## config.mk

```make
export PLATFORM = sky130hd
export DESIGN_NAME = branch_resolve_ctrl
export DESIGN_NICKNAME = d
export VERILOG_FILES = /design/src/rtl/branch_ctrl_pkg.sv /design/src/rtl/branch_cond_eval.sv /design/src/rtl/branch_resolve_ctrl.sv
export SDC_FILE = /design/constraint.sdc
export NUM_CORES = 1
export LEC_CHECK = 0
export CELL_PAD_IN_SITES_DETAIL_PLACEMENT = 1
export CELL_PAD_IN_SITES_GLOBAL_PLACEMENT = 2
export CORE_MARGIN = 1
export CORE_UTILIZATION = 36
export CTS_CLUSTER_SIZE = 16
export DETAILED_ROUTE_END_ITERATION = 7
export DONT_BUFFER_PORTS = 1
export PLACE_DENSITY_LB_ADDON = 0.1
export RECOVER_POWER = 50
export SETUP_SLACK_MARGIN = 0.4
export SLEW_MARGIN = 10
export SYNTH_ARGS = -nofsm -noshare
export SYNTH_HDL_FRONTEND = slang
export SYNTH_SLANG_ARGS = --single-unit
```

## constraint.sdc

```tcl
create_clock -name clk_i -period 2.4 [get_ports clk_i]
set_clock_uncertainty 0.05 [all_clocks]
set_input_delay 0.6 -clock clk_i [delete_from_list [all_inputs] [get_ports clk_i]]
set_output_delay 0.6 -clock clk_i [all_outputs]
set_load 0.02 [all_outputs]
```

## src/rtl/branch_ctrl_pkg.sv

```systemverilog
// Shared constants for the EX-stage branch resolve controller.
// Holds the B-type funct3 encodings, the controller state enum and the PC step.
package branch_ctrl_pkg;

  localparam logic [2:0] F3_BEQ  = 3'b000;
  localparam logic [2:0] F3_BNE  = 3'b001;
  localparam logic [2:0] F3_BLT  = 3'b100;
  localparam logic [2:0] F3_BGE  = 3'b101;
  localparam logic [2:0] F3_BLTU = 3'b110;
  localparam logic [2:0] F3_BGEU = 3'b111;

  localparam int unsigned PC_INC = 4;

  typedef enum logic [1:0] {
    IDLE  = 2'd0,
    EVAL  = 2'd1,
    REDIR = 2'd2
  } state_e;

endpackage

```

## src/rtl/branch_cond_eval.sv

```systemverilog
// Combinational funct3 condition decode: turns comparator flags into taken/illegal.
// Codes 010/011 have no B-type meaning and are reported as illegal.
module branch_cond_eval
  import branch_ctrl_pkg::*;
(
  input  logic [2:0] i_funct3,
  input  logic       i_lt,
  input  logic       i_eq,
  output logic       o_taken,
  output logic       o_illegal
);

  always_comb begin
    o_taken   = 1'b0;
    o_illegal = 1'b0;
    case (i_funct3)
      F3_BEQ:           o_taken = i_eq;
      F3_BNE:           o_taken = !i_eq;
      F3_BLT, F3_BLTU:  o_taken = i_lt;
      F3_BGE, F3_BGEU:  o_taken = !i_lt;
      default:          o_illegal = 1'b1;
    endcase
  end

endmodule

```

## src/rtl/branch_resolve_ctrl.sv

```systemverilog
// Branch resolve controller for an always-taken fetch policy: capture, evaluate,
// and on a not-taken outcome flush and redirect fetch to pc+4. Optional
// perf counters are enabled with the macro BRANCH_RESOLVE_STATS_EN.
module branch_resolve_ctrl
  import branch_ctrl_pkg::*;
#(
`ifdef BRANCH_RESOLVE_STATS_EN
  parameter int CNT_W = 32,
`endif
  parameter int Width = 32
) (
  input  logic             clk_i,
  input  logic             rst_ni,
`ifdef BRANCH_RESOLVE_STATS_EN
  output logic [CNT_W-1:0] stat_br_o,
  output logic [CNT_W-1:0] stat_mispred_o,
`endif
  input  logic             br_valid_i,
  output logic             br_ready_o,
  input  logic [2:0]       br_funct3_i,
  input  logic [Width-1:0] br_pc_i,
  input  logic [Width-1:0] br_rs1_i,
  input  logic [Width-1:0] br_rs2_i,
  input  logic             kill_i,
  output logic [Width-1:0] cmp_a_o,
  output logic [Width-1:0] cmp_b_o,
  output logic             cmp_brun_o,
  input  logic             cmp_lt_i,
  input  logic             cmp_eq_i,
  output logic             res_valid_o,
  output logic             res_taken_o,
  output logic             res_mispred_o,
  output logic             illegal_o,
  output logic             flush_o,
  output logic             redirect_valid_o,
  input  logic             redirect_ready_i,
  output logic [Width-1:0] redirect_pc_o
);

  state_e           r_state;
  state_e           w_state_next;
  logic [2:0]       r_funct3;
  logic [Width-1:0] r_pc;
  logic [Width-1:0] r_rs1;
  logic [Width-1:0] r_rs2;
  logic [Width-1:0] r_redir_pc;
  logic             w_accept;
  logic             w_load_redir;
  logic             w_taken;
  logic             w_illegal;

  branch_cond_eval u_cond (
    .i_funct3  (r_funct3),
    .i_lt      (cmp_lt_i),
    .i_eq      (cmp_eq_i),
    .o_taken   (w_taken),
    .o_illegal (w_illegal)
  );

  assign cmp_a_o       = r_rs1;
  assign cmp_b_o       = r_rs2;
  assign cmp_brun_o    = r_funct3[1];
  assign redirect_pc_o = r_redir_pc;

  always_ff @(posedge clk_i or negedge rst_ni) begin
    if (!rst_ni) begin
      r_state    <= IDLE;
      r_funct3   <= '0;
      r_pc       <= '0;
      r_rs1      <= '0;
      r_rs2      <= '0;
      r_redir_pc <= '0;
    end else begin
      r_state <= w_state_next;
      if (w_accept) begin
        r_funct3 <= br_funct3_i;
        r_pc     <= br_pc_i;
        r_rs1    <= br_rs1_i;
        r_rs2    <= br_rs2_i;
      end
      // Target is latched so it stays stable for the whole redirect handshake
      if (w_load_redir) begin
        r_redir_pc <= r_pc + Width'(PC_INC);
      end
    end
  end

  always_comb begin
    w_state_next     = r_state;
    w_accept         = 1'b0;
    w_load_redir     = 1'b0;
    br_ready_o       = 1'b0;
    res_valid_o      = 1'b0;
    res_taken_o      = 1'b0;
    res_mispred_o    = 1'b0;
    illegal_o        = 1'b0;
    flush_o          = 1'b0;
    redirect_valid_o = 1'b0;
    case (r_state)
      IDLE: begin
        br_ready_o = !kill_i;
        if (br_valid_i && !kill_i) begin
          w_accept     = 1'b1;
          w_state_next = EVAL;
        end
      end
      EVAL: begin
        w_state_next = IDLE;
        if (!kill_i) begin
          if (w_illegal) begin
            illegal_o = 1'b1;
          end else begin
            res_valid_o   = 1'b1;
            res_taken_o   = w_taken;
            res_mispred_o = !w_taken;
            flush_o       = !w_taken;
            if (!w_taken) begin
              w_load_redir = 1'b1;
              w_state_next = REDIR;
            end
          end
        end
      end
      REDIR: begin
        if (kill_i) begin
          w_state_next = IDLE;
        end else begin
          redirect_valid_o = 1'b1;
          if (redirect_ready_i) begin
            w_state_next = IDLE;
          end
        end
      end
      default: w_state_next = IDLE;
    endcase
  end

`ifdef BRANCH_RESOLVE_STATS_EN
  logic [CNT_W-1:0] r_stat_br;
  logic [CNT_W-1:0] r_stat_mispred;

  // Resolve pulses are already kill-gated, so suppressed resolves never count
  always_ff @(posedge clk_i or negedge rst_ni) begin
    if (!rst_ni) begin
      r_stat_br      <= '0;
      r_stat_mispred <= '0;
    end else begin
      if (res_valid_o) begin
        r_stat_br <= r_stat_br + 1'b1;
      end
      if (res_mispred_o) begin
        r_stat_mispred <= r_stat_mispred + 1'b1;
      end
    end
  end

  assign stat_br_o      = r_stat_br;
  assign stat_mispred_o = r_stat_mispred;
`endif

endmodule

```

==> flow_summary.json <==
{
  "clock_latency_ns": 0.42,
  "setup_tns_ns": 0,
  "critPathCaptureType": "output port",
  "antenna_found_initial": 5,
  "hold_viol_final": 133,
  "synthTopCellsByCount": "dfrtp_1, mux2_2, a21oi_1",
  "finalCriticalPeriod_ns": 2.174,
  "power_leakage_nw": 2.677,
  "seqPwrFrac_pct": 53.2,
  "cap_violations": 0,
  "dp_cells": 630,
  "setup_viol": 0,
  "status": "complete, but fails checks",
  "async_reset_ff_share_pct": 100.0,
  "grtUsageTotal_pct": 18.68,
  "cts_num_sinks": 133,
  "p_int_mw": 4.969,
  "synth_nets": 538,
  "power_frac_comb_pct": 14.8,
  "power.total_mw": 7.723,
  "root_buffer": "clkbuf_16",
  "fin_crit_sh_pct": 90.59,
  "slew_headroom_pct": 61.59,
  "crit_fanout": 3,
  "final_cells": 676,
  "drv_slew": 0,
  "ys_ff_latch": 133,
  "synthTopCellsByArea": "dfrtp_1, mux2_2, xnor2_1",
  "cts_tree": "yes",
  "synth_cell_types": 43,
  "core_um2": 15370,
  "netlist.area_leader.share_pct": 58.04,
  "synth_edf_count": 0,
  "synth_warnings": 0,
  "htreeDepth": 4,
  "worst-endpoint-arrival_ns": 1.52,
  "multi_input_area_um2": 2357,
  "num_io_pins": 210,
  "ys_dominant_reg_cell": "dfrtp_1",
  "criticalPathCategory": "flip-flop to output port",
  "num_rows": 45,
  "fin_hold_ws_ns": -0.1722,
  "worstMarginPinSlew_ns": 0.5762,
  "peakVddDrop_v": 0.0005368,
  "yosysMostFrequentCell": "dfrtp_1",
  "max_freq_mhz": 460.0,
  "wirelength_um": 14510,
  "cts_buffer_depth": 2,
  "nets": 559,
  "yosysSeqAreaShare_pct": 58.04,
  "drt_iter0_drc": 106,
  "dr.pass1.iters": 4,
  "syn_inst": 431,
  "cp_data_required_time_ns": 1.75,
  "dp_hpwl_um": 10170,
  "netlist_area_um2": 5734,
  "fp.dieW_um": 128.2,
  "drive_gt1_share_pct": 42.46,
  "grt_pass1_vias": 3997,
  "clk_pin_slew_ns": 0.05,
  "cts_made_buffers": 17,
  "p_switching_mw": 2.754,
  "dieHeight_um": 128.2,
  "clkPwrFrac_pct": 31.9,
  "startpoint_type": "flip-flop",
  "n_fill_cell": 1583,
  "wl_per_cell_um": 21.47,
  "yosys.area.top_type": "dfrtp_1",
  "gp_congestion": 0.7397,
  "final_antenna_net_count": 0,
  "switching_share_pct": 35.65,
  "post-route-drc-count": 0,
  "regArea_um2": 3341,
  "die_area_um2": 16440,
  "overflow": 0,
  "worst_hold_path_type": "primary input to async pin",
  "start_util_pct": 37.31,
  "grt_max_degree": 134,
  "viasPerCell": 5.342,
  "p_per_area_nw_per_um2": 1137,
  "synthToLayoutAreaGrowth_pct": 18.42,
  "synth.avg_cell_area_um2": 13.30,
  "num_vias": 3611,
  "grt_pass1_wl_um": 22950,
  "io_buffers": 0,
  "rsz0062_at_grt": "yes",
  "violations": "hold timing"
}
-- cell families after synthesis --
| logic type | share of synthesized area, % |
|---|---|
| buf+inv | 2.597 |
| xor+xnor | 2.597 |
| fa+ha+maj | 0.2182 |
| mux | 20.82 |
| flops | 58.04 |
| simple gates | 8.052 |
| compound gates | 7.681 |
-- power groups by stage --
stage                     Sequential, mW  Combinational, mW  Clock, mW
after global routing                4.21               1.27       2.62
after global placement              4.13               1.04          0
after detailed placement            4.14               1.07          0
final                               4.11               1.14       2.47
after floorplan                     3.91              0.909          0
after CTS                           4.13               1.12       2.54
-- layer usage --
layer	GRT usage [%]	part of all wire (%)	vias to the layer above
li1	-	-	1635
met1	22.65	41	1822
met2	28.87	48	130
met3	8.598	9.2	20
met4	7.197	1.4	4
met5	0	0.16	-
-- worst max-delay path, cell delays in order (launching register included) --
cell and delay [ns]:
dfrtp_2 0.48, xnor2_4 0.16, a22oi_2 0.24, nor2_4 0.08, buf_6 0.15
-- layout by cell type (no fill, tap or decap), types with 3 or more instances in the layout --
cell        instances
nor3b_1             3
a311oi_1            7
clkinv_2            3
a31oi_1             4
a2bb2oi_1           9
mux2_2            106
buf_4              23
or4_1               3
or4_4               3
o31ai_1             6
clkbuf_16          17
inv_6               3
nand2_1            12
nor2_1              5
nor3_1              3
o21ai_0            10
dfrtp_1           123
dfrtp_2            10
buf_12              3
nand4_1            10
nand3_1            12
a21oi_1            20
nor4_1              7
clkinvlp_4          4
and3_1              3
inv_1               4
xnor2_1            15
-- cell type report --
| class | count | share of cell area (%) |
|---|---|---|
| sequential | 133 | 49.20 |
| multi-input combinational | 268 | 34.72 |
| clock buffer | 17 | 6.265 |
| tap | 211 | 3.888 |
| timing repair buffer | 28 | 3.759 |
| clock inverter | 14 | 1.916 |
| inverter | 4 | 0.2211 |
| antenna | 1 | 0.03685 |
-- sequential cells by signal (all words and copies together) (netlist names) --
signal / flops
cmp_a_o: 32
r_state: 2
redirect_pc_o: 32
r_pc: 32
cmp_b_o: 32
r_funct3: 3
-- what timing repair did --
action                                 4_1_cts  5_1_grt
cloned                                       0        0
pin swaps                                    6        2
setup endpoints to repair                   10       15
buffers inserted                             6        8
endpoints found under the hold margin      133      133
resized for setup                           20       10
-- final timing paths --
check,from,to,slack [ns],cells past startpoint
max in group asynchronous,rst_ni,r_pc[13],2.22,0
hold reg to reg,r_pc[1],r_pc[1],0.45,1
setup / recovery,r_funct3[0],res_mispred_o,0.23,4
setup reg to reg,r_state[1],cmp_b_o[13],0.46,5
hold / removal,rst_ni,cmp_b_o[4],-0.17,0
min in group clk_i,br_pc_i[27],r_pc[27],0.26,2
-- per-stage QoR --
| stage | hold slack, ns | util, % | cell area, µm² | worst slack, ns |
|---|---|---|---|---|
| 4_1_cts | -0.1935 | 43.61 | 6703 | 0.2215 |
| 5_1_grt | -0.1923 | 44.16 | 6788 | 0.1710 |
| 3_5_place_dp | 0.2603 | 39.33 | 6046 | 0.3428 |
| 6_report | -0.1722 | 44.18 | 6790 | 0.2259 |
| 3_3_place_gp | 0.2602 | 39.33 | 6046 | 0.3964 |
| 2_1_floorplan | 0.2544 | - | 5826 | 0.1021 |
Note: power is estimated with default switching activity, not from simulation.
